`src/rtl/fetch_seq.sv`:
```
// ---------------------------------------------------------------------------
// fetch_seq -- MIPS FETCH-stage sequencer.
//
// Owns the program counter and issues instruction-memory requests over a
// req/ack handshake. Fetched words go to a registered valid/ready output slot.
// A one-entry skid buffer absorbs the word that arrives while decode is
// stalled. Jump, branch and register-jump redirects reload the PC and squash
// wrong-path words, including a request that is still in flight.
//
// Ports
//   clk, rst_n                    clock, asynchronous active-low reset
//   imem_req / imem_addr          fetch request and word-aligned address
//   imem_ack / imem_rdata         memory response (valid while imem_req)
//   if_valid / if_instr / if_pc4  output slot to decode
//   if_ready                      decode accepts the slot this cycle
//   jump_valid/target/pc4         J/JAL redirect
//   br_valid/imm/pc4              taken-branch redirect
//   jr_valid / jr_target          JR/JALR redirect
// ---------------------------------------------------------------------------
module fetch_seq #(
    parameter logic [31:0] RESET_PC = 32'h0000_0000
) (
    input  logic        clk,
    input  logic        rst_n,
    output logic        imem_req,
    output logic [31:0] imem_addr,
    input  logic        imem_ack,
    input  logic [31:0] imem_rdata,
    output logic        if_valid,
    output logic [31:0] if_instr,
    output logic [31:0] if_pc4,
    input  logic        if_ready,
    input  logic        jump_valid,
    input  logic [27:0] jump_target,
    input  logic [31:0] jump_pc4,
    input  logic        br_valid,
    input  logic [15:0] br_imm,
    input  logic [31:0] br_pc4,
    input  logic        jr_valid,
    input  logic [31:0] jr_target
);

    typedef enum logic [1:0] {
        ST_FETCH = 2'd0,   // requesting (req drops only right after reset)
        ST_STALL = 2'd1,   // skid full, no request
        ST_DRAIN = 2'd2    // in-flight wrong-path request, result discarded
    } state_e;

    // Region-relative jump: upper nibble of PC+4 with the shifted index.
    function automatic logic [31:0] jump_addr(input logic [31:0] pc4,
                                              input logic [27:0] tgt);
        jump_addr = ((pc4 & 32'hF000_0000) | {4'h0, tgt}) & 32'hFFFF_FFFC;
    endfunction

    // PC-relative branch; the sum wraps modulo 2^32.
    function automatic logic [31:0] branch_addr(input logic [31:0] pc4,
                                                input logic [15:0] imm);
        branch_addr = (pc4 + {{14{imm[15]}}, imm, 2'b00}) & 32'hFFFF_FFFC;
    endfunction

    // Register jump with the low two bits forced to zero.
    function automatic logic [31:0] jr_addr(input logic [31:0] tgt);
        jr_addr = tgt & 32'hFFFF_FFFC;
    endfunction

    state_e      state_q;
    logic        req_q;
    logic [31:0] addr_q;        // address on the bus (held through DRAIN)
    logic [31:0] pc_q;          // next fetch PC; pending target during DRAIN
    logic        valid_q;
    logic [31:0] instr_q;
    logic [31:0] pc4_q;
    logic [31:0] skid_instr_q;
    logic [31:0] skid_pc4_q;

    logic        redir;
    logic [31:0] redir_target;
    logic [31:0] addr_plus4;

    assign redir      = jr_valid | jump_valid | br_valid;
    assign addr_plus4 = addr_q + 32'd4;

    // Redirect target selection, priority jr > jump > branch.
    always_comb begin
        redir_target = 32'h0000_0000;
        if (jr_valid) begin
            redir_target = jr_addr(jr_target);
        end else if (jump_valid) begin
            redir_target = jump_addr(jump_pc4, jump_target);
        end else if (br_valid) begin
            redir_target = branch_addr(br_pc4, br_imm);
        end else begin
            redir_target = 32'h0000_0000;
        end
    end

    // Fetch FSM with PC, output slot and skid buffer.
    always_ff @(posedge clk or negedge rst_n) begin
        if (!rst_n) begin
            state_q      <= ST_FETCH;
            req_q        <= 1'b0;
            addr_q       <= RESET_PC;
            pc_q         <= RESET_PC;
            valid_q      <= 1'b0;
            instr_q      <= 32'h0000_0000;
            pc4_q        <= 32'h0000_0000;
            skid_instr_q <= 32'h0000_0000;
            skid_pc4_q   <= 32'h0000_0000;
        end else begin
            case (state_q)
                ST_FETCH: begin
                    if (redir) begin
                        // Slot is squashed even if decode takes it this cycle.
                        valid_q <= 1'b0;
                        pc_q    <= redir_target;
                        if (req_q && !imem_ack) begin
                            // Keep the bus stable until the stale ack arrives.
                            state_q <= ST_DRAIN;
                        end else begin
                            addr_q  <= redir_target;
                            req_q   <= 1'b1;
                            state_q <= ST_FETCH;
                        end
                    end else if (req_q && imem_ack) begin
                        addr_q <= addr_plus4;
                        pc_q   <= addr_plus4;
                        if (!valid_q || if_ready) begin
                            valid_q <= 1'b1;
                            instr_q <= imem_rdata;
                            pc4_q   <= addr_plus4;
                        end else begin
                            skid_instr_q <= imem_rdata;
                            skid_pc4_q   <= addr_plus4;
                            req_q        <= 1'b0;
                            state_q      <= ST_STALL;
                        end
                    end else begin
                        // Also raises req in the first cycle after reset.
                        req_q <= 1'b1;
                        if (if_ready) begin
                            valid_q <= 1'b0;
                        end
                    end
                end
                ST_STALL: begin
                    if (redir) begin
                        valid_q <= 1'b0;
                        pc_q    <= redir_target;
                        addr_q  <= redir_target;
                        req_q   <= 1'b1;
                        state_q <= ST_FETCH;
                    end else if (if_ready) begin
                        valid_q <= 1'b1;
                        instr_q <= skid_instr_q;
                        pc4_q   <= skid_pc4_q;
                        req_q   <= 1'b1;
                        state_q <= ST_FETCH;
                    end
                end
                ST_DRAIN: begin
                    valid_q <= 1'b0;
                    if (redir) begin
                        pc_q <= redir_target;
                    end
                    if (imem_ack) begin
                        // A redirect in the ack cycle wins over the older target.
                        addr_q  <= redir ? redir_target : pc_q;
                        state_q <= ST_FETCH;
                    end
                end
                default: begin
                    state_q <= ST_FETCH;
                    req_q   <= 1'b0;
                    valid_q <= 1'b0;
                end
            endcase
        end
    end

    assign imem_req  = req_q;
    assign imem_addr = addr_q;
    assign if_valid  = valid_q;
    assign if_instr  = instr_q;
    assign if_pc4    = pc4_q;

endmodule

```
`config.mk`:
```
export PLATFORM = sky130hd
export DESIGN_NAME = fetch_seq
export DESIGN_NICKNAME = d
export VERILOG_FILES = /design/src/rtl/fetch_seq.sv
export SDC_FILE = /design/constraint.sdc
export NUM_CORES = 1
export LEC_CHECK = 0
export CAP_MARGIN = 20
export CORE_ASPECT_RATIO = 1.75
export CORE_UTILIZATION = 30
export CTS_BUF_LIST = sky130_fd_sc_hd__clkbuf_4
export CTS_CLUSTER_SIZE = 16
export DETAILED_ROUTE_END_ITERATION = 10
export PLACE_DENSITY = 0.54
export RECOVER_POWER = 50
export SYNTH_ARGS = -nofsm -noshare
export SYNTH_HDL_FRONTEND = slang
export SYNTH_SLANG_ARGS = --single-unit
export TNS_END_PERCENT = 20
```
`constraint.sdc`:
```
create_clock -name clk -period 2.4 [get_ports clk]
set_input_delay 0.48 -clock clk [delete_from_list [all_inputs] [get_ports clk]]
set_output_delay 0.48 -clock clk [all_outputs]
set_load 0.02 [all_outputs]
```
Word-level counts from Yosys, hierarchy flattened
Index checks and enable logic that the tools add are counted.
- reductions and logical operators: 17
- multiplexer cells: 45
- equality and inequality tests: 16
- bitwise operators: 6
- $add $sub $neg: 2
- operators with widths (cell ; count):
    $mux 32 ; 20
    $pmux 32 s2 ; 3
    $pmux 32 s3 ; 1
    $add 32x3->32 const B ; 1
    $add 32x32->32 ; 1
    $or 32x28->32 ; 1
    $mux 2 ; 7
    $ne 2x2->1 const B ; 7
    $ne 3x3->1 const B ; 4
    $ne 4x4->1 const B ; 3
    $reduce_and 4->1 ; 3
    $mux 1 ; 11
    $pmux 2 s3 ; 1
    $reduce_and 6->1 ; 1
    $reduce_and 5->1 ; 1
    $reduce_bool 2->1 ; 2
    $not 1->1 ; 3
    $pmux 1 s3 ; 1
    $reduce_and 3->1 ; 1
    $reduce_bool 3->1 ; 1
    $eq 2x1->1 const B ; 1
    $eq 2x2->1 const B ; 1
    $logic_and 1x1->1 ; 2
    $logic_not 1->1 ; 2
    6 further kinds ; 7
- input port bits: 179
- output and inout port bits: 98
- flip-flop bits (word level): 196

Longest topological paths before layout
Gate-level depths: netlist of run 1.
- word-level depth: 7
- mapped depth: 11
- depth with buffers taken out: 11

Worst setup path before layout of run 1
Ideal clock, no wire load.
- kind: input-to-reg
- from: input br_imm[0]
- to: register pc_q[28]
- library setup time: 144 ps
- stages on the path: 11
- setup slack: -484 ps
- path buffers: 0
- required time: 2256 ps
- arrival time: 2740 ps
- cells stage by stage: ha_1 > fa_1 > a21o_1 > a221o_1 > nand4_2 > a211oi_1 > or2_4 > a21boi_2 > xnor2_1 > a222oi_1 > o221ai_1
- cells in the longest elaborated chain, start to end: 6
- elaborated cells between the ends (all ways): 7
- classes of those cells: add/sub: 1; mux: 6
- ends and longest elaborated chain (what ; RTL line ; text):
    start, declared ; 37 ; input logic [15:0] br_imm,
    $add 32x32->32 * ; 58 ; branch_addr = (pc4 + {{14{imm[15]}}, imm, 2'b00}) & 32'hFFFF_FFFC;
    $mux 32 * ; 90 ; end else if (br_valid) begin
    $mux 32 * ; 88 ; end else if (jump_valid) begin
    $mux 32 * ; 86 ; if (jr_valid) begin
    $mux 32, on equally long branches ; 146, 162, 112 ;
    $pmux 32 s2 * ; 110 ; case (state_q)
    end signal, assigned ; 115 ; pc_q <= redir_target;
    end signal, assigned ; 148 ; pc_q <= redir_target;
    end signal, assigned ; 163 ; pc_q <= redir_target;
    end, declared ; 69 ; logic [31:0] pc_q;
Every way passes the cells marked *; elsewhere a longest branch is shown, timed or not.
A chain may end at the register's enable or synchronous reset.

Final worst setup path of run 1
- from: input br_imm[0]
- to: register pc_q[22]
The elaborated chain is that of the path after synthesis.

==> reports/metrics.cfg, run 1 <==
[setup_path]
arrival_ns = 2.98
path_buf_inv = 3
worstPathRequired_ns = 2.97
cp-start-kind = primary input
end_kind = register
crit_path_frequent_cell = buf_4
slowest_stage = a221o_1
slowest_delay_ns = 0.39
cp_max_fo = 3
critical_path_class = in -> reg
cp_top_family = compound AO/OA/AOI/OAI gates
crit_chain = buf_6, ha_4, fa_2, a21o_1, a221o_1, nand4_4, buf_4, a21oi_4, nor2b_1, xnor2_1, a222oi_1, buf_4, o21ai_1, a22o_1

[synthesis]
ys_async_sr_fraction_pct = 100
ys_warn_count = 0
synthMuxAreaShare_pct = 6.99
syn_nets = 1514
synthFlopType = dfrtp_1
synthSimpleGateAreaFrac_pct = 15.4
synth.distinct_cells = 74
synth_edf_count = 0
synth_top_family_by_area = compound AO/OA/AOI/OAI gates
synth_xor_area_share_pct = 3.87
ys_seq_area_share_pct = 42.5
syn_area_sq_um = 11600
ys_ff_latch = 196
synth_fa_ha_area_share_pct = 3.86
synth_compound_area_share_pct = 23.6
syn_avg_cell_area_sq_um = 8.89
synth_cells = 1300

[sta]
slew_viol_final = 0
fmax_mhz = 414
slew_headroom_pct = 7.38
post-route-period-util_pct = 101
finalWorstPathRequiredPeriod_ns = 2.41
finalWorstSetupSlack_ns = -0.0149
finalSetupViolCount = 1
worstMarginPinSlew_ns = 1.39
hold_ws_ns = 0.377
rsz0062_at_grt = true
final.setup.tns_ns = -0.0149
hold_violations = 0
fin_skew_ns = 0.0413

[die]
start_util_pct = 30.6
die_w_um = 150
num_io_pins = 277
die_y_um = 262
core_sq_um = 37800
rows = 94
die_area_sq_um = 39300

[layout]
drive_gt1_share_pct = 23.8
final_common_cell = buf_4
fillers = 3718
area_growth_pct = 46.8
mostFrequentLayoutCells = buf_4 (229), dfrtp_1 (195), clkdlybuf4s50_1 (195), nand2_1 (158), o21ai_0 (126)
nets = 1934

[cts]
clock-sinks = 196
cts_root_buffer = clkbuf_4
cts_made_buffers = 17
insertion_delay_ns = 0.65
cts.reportedPaths.clkPinSlew_ns = 0.20
cts_tree = built
htreeDepth = 4
clockBufferDepth = 2

[place]
portBuffers = 242
pre_cts_ws_ns = -1.13
gp_routability_congestion = 0.890
hpwlAfterDp_mm = 30.9

[drt]
routedWlPerCell_um = 18.1
drtPass1Iterations = 5
ant_nets = 0
via_count = 11422
avgViaCountPerCell = 5.16
drt_iter0_markers = 603
drc = 0
wirelength_mm = 40.0

[global_route]
grt_pass1_wl_mm = 61.8
grt_pass1_vias = 11401
grt_start_max_net_pins = 54
antenna_found_initial = 1
grt-ovfl-total = 0
grtUsageTotal_pct = 20.5

[power]
power.density_nw_per_um2 = 864
peakVddDrop_v = 0.000308
leakage_nw = 7.43

[worst_hold_path]
hp-class = in -> reg

[run_status]
violations = negative setup slack
status = finished, violations left

[job]
maxCapViolCount = 0

state kept, by name, summed over array words and instances, names as in the netlist:
signal        count
imem_req          1
if_valid          1
skid_pc4_q       32
pc_q             32
imem_addr        32
state_q           2
skid_instr_q     32
if_instr         32
if_pc4           32
cell families after synthesis:
group | after synthesis
and+or+nand+nor | 395
adders and majority gates | 35
DFF | 196
muxes | 76
xor gates and xnor gates | 51
buffers and inverters | 111
AOI/OAI and AO/OA | 436
where the power goes:
| part | internal, mW | switching [mW] | leakage [nW] |
|---|---|---|---|
| clock | 0.480 | 1.34 | 0.155 |
| combinational | 3.62 | 4.38 | 4.74 |
| sequential | 4.22 | 0.603 | 2.54 |
worst paths after layout:
path | from | endpoint | slack, ns | cells past startpoint
setup / recovery | br_imm[0] | pc_q[22]$_DFFE_PN0P_ | -0.01 | 14
hold / removal | jr_valid | state_q[0]$_DFFE_PN0P_ | 0.38 | 5
setup reg to reg | imem_addr[8]$_DFFE_PN0P_ | pc_q[31]$_DFFE_PN0P_ | 0.11 | 9
hold reg to reg | if_instr[21]$_DFFE_PN0P_ | if_instr[21]$_DFFE_PN0P_ | 0.49 | 2
max in group asynchronous | rst_n | if_instr[6]$_DFFE_PN0P_ | 0.28 | 3
min in group asynchronous | rst_n | state_q[1]$_DFFE_PN0P_ | 0.66 | 2
worst min-delay path: cells and delay by family:
family | cells | cell delay [ns]
buffers and inverters | 2 | 0.23
and+or+nand+nor | 2 | 0.20
AOI/OAI and AO/OA | 1 | 0.10
metrics by stage:
stage / area [sq um] / total power [mW] / instances / util [%]
6_report: 17000 / 14.6 / 2214 / 44.9
5_1_grt: 17000 / 15.7 / 2214 / 44.9
4_1_cts: 16900 / 14.9 / 2204 / 44.7
3_5_place_dp: 16200 / 12.9 / 2160 / 42.8
3_3_place_gp: 16200 / 12.8 / 2160 / 42.8
2_1_floorplan: 11600 / 8.72 / 1300 / -
area by class of cell:
cell class	count	area [sq um]	share of cell area (%)
Sequential cell	196	4910	28.9
Clock buffer	17	128	0.753
Inverter	19	71.3	0.421
Clock inverter	15	159	0.937
Antenna cell	1	2.50	0.0148
Multi-Input combinational cell	993	6770	39.9
Timing Repair Buffer	493	4320	25.5
Tap cell	480	601	3.54
metal layers:
metal | vias to the layer above | wire length [um] | global-route usage (%)
met3 | 92 | 1780 | 3.15
met2 | 361 | 21400 | 38.5
met4 | 0 | 1630 | 9.54
met5 | - | 0 | 0
met1 | 5425 | 15200 | 22.2
li1 | 5544 | - | -
Yosys cell counts, drive strengths merged (5+ instances only):
library cell	n	share of area [%]
dfrtp	196	42
nand2	161	5.2
o21ai	141	6.2
a21oi	136	5.9
nor2	112	3.6
clkbuf	75	2.4
mux2i	39	3.4
mux2	37	3.6
ha	34	3.7
nand3	33	1.4
xor2	29	2.2
xnor2	22	1.7
a22o	20	1.5
inv	19	0.62
buf	17	0.70
nor3	17	0.82
nand4	16	0.92
o211ai	14	0.91
o21a	14	0.91
a21o	11	0.71
nand2b	11	0.60
and3	10	0.54
a221oi	9	0.68
nor2b	9	0.49
o221ai	9	0.68
a22oi	8	0.52
a31oi	8	0.43
a32o	6	0.52
and4	6	0.45
o22a	6	0.45
and2	5	0.27
o2111ai	5	0.38
what timing repair did:
item | CTS | global route
setup endpoints to repair | 43 | 53
hold buffers | 1 | 0
pin swaps | 50 | 36
setup buffers | 12 | 9
gates resized for setup | 97 | 59
endpoints found under the hold margin | 49 | 0
cloned | 1 | 0
Note: power is estimated with default switching activity, not from simulation.
==> run 2: changes to the inputs <==
--- a/config.mk
+++ b/config.mk
@@ -6,13 +6,16 @@
 export NUM_CORES = 1
 export LEC_CHECK = 0
 export CAP_MARGIN = 20
+export CELL_PAD_IN_SITES_DETAIL_PLACEMENT = 1
+export CELL_PAD_IN_SITES_GLOBAL_PLACEMENT = 1
 export CORE_ASPECT_RATIO = 1.75
 export CORE_UTILIZATION = 30
 export CTS_BUF_LIST = sky130_fd_sc_hd__clkbuf_4
 export CTS_CLUSTER_SIZE = 16
 export DETAILED_ROUTE_END_ITERATION = 10
-export PLACE_DENSITY = 0.54
+export PLACE_DENSITY = 0.69
 export RECOVER_POWER = 50
+export REMOVE_ABC_BUFFERS = 1
 export SYNTH_ARGS = -nofsm -noshare
 export SYNTH_HDL_FRONTEND = slang
 export SYNTH_SLANG_ARGS = --single-unit
==> reports/metrics.cfg, run 2 (same netlist as run 1, synthesis figures left out) <==
[worst_hold_path]
hold_depth = 2  ; was 5
hp-class = in -> reg  ; unchanged

[sta]
final.setup.tns_ns = -0.0799  ; was -0.0149 ns
slew_viol_final = 28  ; was 0
finalSetupViolCount = 4  ; was 1
finalWorstSetupSlack_ns = -0.0395  ; was -0.0149 ns
worstMarginPinSlew_ns = 1.76  ; was 1.39 ns
hold_violations = 0  ; unchanged
fin_skew_ns = 0.0241  ; was 0.0413 ns
fmax_mhz = 410  ; was 414 MHz
post-route-period-util_pct = 102  ; was 101%
finalWorstPathRequiredPeriod_ns = 2.44  ; was 2.41 ns
slew_headroom_pct = -17.0  ; was 7.38%
rsz0062_at_grt = true  ; unchanged

[place]
dpl_cell_area_sq_um = 16200  ; about the same
hpwlAfterDp_mm = 34.8  ; was 30.9 mm
portBuffers = 242  ; unchanged
gp_routability_congestion = 0.917  ; was 0.890

[die]
die_y_um = 262  ; unchanged
die_area_sq_um = 39300  ; unchanged
start_util_pct = 30.6  ; unchanged
die_w_um = 150  ; unchanged
rows = 94  ; unchanged
num_io_pins = 277  ; unchanged
core_sq_um = 37800  ; unchanged

[drt]
drt_iter0_markers = 452  ; was 603
avgViaCountPerCell = 5.33  ; was 5.16
routedWlPerCell_um = 20.3  ; was 18.1 um
drtPass1Iterations = 5  ; unchanged
via_count = 11860  ; was 11422
ant_nets = 0  ; unchanged
wirelength_mm = 45.0  ; was 40.0 mm
drc = 0  ; unchanged

[cts]
cts.reportedPaths.clkPinSlew_ns = 0.16  ; was 0.20 ns
cts_made_buffers = 17  ; unchanged
cts_root_buffer = clkbuf_4  ; unchanged
cts_tree = built  ; unchanged
htreeDepth = 4  ; unchanged
insertion_delay_ns = 0.64  ; was 0.65 ns
clockBufferDepth = 2  ; unchanged
clock-sinks = 196  ; unchanged

[global_route]
grtUsageTotal_pct = 23.3  ; was 20.5%
grt_start_max_net_pins = 65  ; was 54
grt_pass1_wl_mm = 69.7  ; was 61.8 mm
antenna_found_initial = 1  ; unchanged
grt_pass1_vias = 12891  ; was 11401
grt-ovfl-total = 0  ; unchanged

[setup_path]
slowest_stage = clkdlybuf4s50_1  ; was a221o_1
cp-start-kind = primary input  ; unchanged
crit_chain = clkdlybuf4s50_1, ha_4, a21oi_2, buf_4, nand2_1, a21oi_2, o21ai_2, a21oi_4, buf_6, o41ai_4, xnor2_2, a221o_1, a32o_1  ; was buf_6, ha_4, fa_2, a21o_1, a221o_1, nand4_4, buf_4, a21oi_4, nor2b_1, xnor2_1, a222oi_1, buf_4, o21ai_1, a22o_1
end_kind = register  ; unchanged
ff2ff_path_depth = 10  ; was 9
crit_cells = 13  ; was 14
crit_path_frequent_cell = a21oi_2  ; was buf_4
worstPathRequired_ns = 2.93  ; was 2.97 ns
arrival_ns = 2.96  ; was 2.98 ns
cp_max_fo = 5  ; was 3
critical_path_class = in -> reg  ; unchanged
path_buf_inv = 3  ; unchanged
cp_top_family = compound AO/OA/AOI/OAI gates  ; unchanged
slowest_delay_ns = 0.50  ; was 0.39 ns

[run_status]
status = finished, violations left  ; unchanged
violations = max-capacitance violations, max-slew violations, negative setup slack  ; was negative setup slack

[power]
switchingPower_mw = 6.42  ; was 6.33 mW
power.density_nw_per_um2 = 900  ; was 864 nW/um^2
comb_power_share_pct = 53.2  ; was 54.6%
switching_share_pct = 41.0  ; was 43.2%
peakVddDrop_v = 0.000313  ; was 0.000308 V
power.total_mw = 15.6  ; was 14.6 mW
clock_power_share_pct = 15.5  ; was 12.4%
p_int_mw = 9.23  ; was 8.32 mW
seq_power_share_pct = 31.3  ; was 32.9%
leakage_nw = 7.58  ; was 7.43 nW

[layout]
mostFrequentLayoutCells = buf_4 (240), clkdlybuf4s50_1 (200), dfrtp_1 (194), nand2_1 (157), o21ai_0 (126)  ; was buf_4 (229), dfrtp_1 (195), clkdlybuf4s50_1 (195), nand2_1 (158), o21ai_0 (126)
final_common_cell = buf_4  ; unchanged
final_area_sq_um = 17400  ; was 17000 sq um
nets = 1945  ; was 1934
drive_gt1_share_pct = 25.5  ; was 23.8%
fillers = 4280  ; was 3718
area_growth_pct = 50.5  ; was 46.8%

[job]
maxCapViolCount = 1  ; was 0

## run 2: timing repair
action                                  4_1_cts  5_1_grt
pin swaps                                    56       52
gates cloned                                  0        0
gates resized for setup                     119       79
endpoints found under the setup margin       48       45
hold buffers                                  1        0
hold endpoints to repair                     32        0
setup buffers                                10        8
## run 2: power groups by stage
stage	registers, mW	clock network [mW]	logic, mW
after floorplan	5.85	0	2.79
after global placement	4.91	0	7.96
after detailed placement	4.97	0	8.14
after CTS	4.90	2.51	8.32
after global routing	5.03	2.63	8.96
final	4.89	2.43	8.33
## run 2: worst paths after layout
| path | startpoint | end | slack (ns) |
|---|---|---|---|
| max in group asynchronous | rst_n | skid_pc4_q[18]$_DFFE_PN0P_ | 0.16 |
| worst min-delay path | imem_rdata[8] | skid_instr_q[8]$_DFFE_PN0P_ | 0.49 |
| min in group asynchronous | rst_n | imem_addr[7]$_DFFE_PN0P_ | 1.01 |
| worst min register to register | pc_q[18]$_DFFE_PN0P_ | pc_q[18]$_DFFE_PN0P_ | 0.49 |
| worst max register to register | imem_addr[5]$_DFFE_PN0P_ | imem_addr[27]$_DFFE_PN0P_ | 0 |
| worst max-delay path | br_pc4[17] | pc_q[31]$_DFFE_PN0P_ | -0.04 |
## run 2: routing by layer
layer / vias to the layer above / global-route usage (%) / share of wire (%)
li1: 5552 / - / -
met1: 5889 / 24.4 / 37
met2: 315 / 44.6 / 55
met3: 104 / 2.87 / 3.2
met4: 0 / 11.8 / 4.4
met5: - / 0 / 0
## run 2: metrics by stage
stage	utilization, %	hold slack [ns]	worst slack (ns)	std cells
finish	46.1	0.490	-0.0395	2224
global route	46.1	0.425	-0.0790	2224
CTS	45.5	0.228	0.0000115	2216
detailed placement	43.0	0.410	-1.30	2174
global placement	43.0	0.411	-1.12	2174
floorplan	-	0.184	-3.19	1208
## run 2: final cells by class
type | count | area (sq um) | area share [%]
Multi-Input combinational cell | 993 | 6900 | 39.7
Sequential cell | 196 | 4910 | 28.2
Timing Repair Buffer | 504 | 4500 | 25.9
Tap cell | 480 | 601 | 3.45
Clock inverter | 14 | 280 | 1.61
Clock buffer | 17 | 128 | 0.734
Inverter | 19 | 71.3 | 0.410
Antenna cell | 1 | 2.50 | 0.0144
==> run 3: changes to the inputs <==
--- a/config.mk
+++ b/config.mk
@@ -16,6 +16,7 @@
 export PLACE_DENSITY = 0.69
 export RECOVER_POWER = 50
 export REMOVE_ABC_BUFFERS = 1
+export SLEW_MARGIN = 10
 export SYNTH_ARGS = -nofsm -noshare
 export SYNTH_HDL_FRONTEND = slang
 export SYNTH_SLANG_ARGS = --single-unit
==> results of run 3 <==
No change in the layout: final DEF, timing and power equal those of run 2.
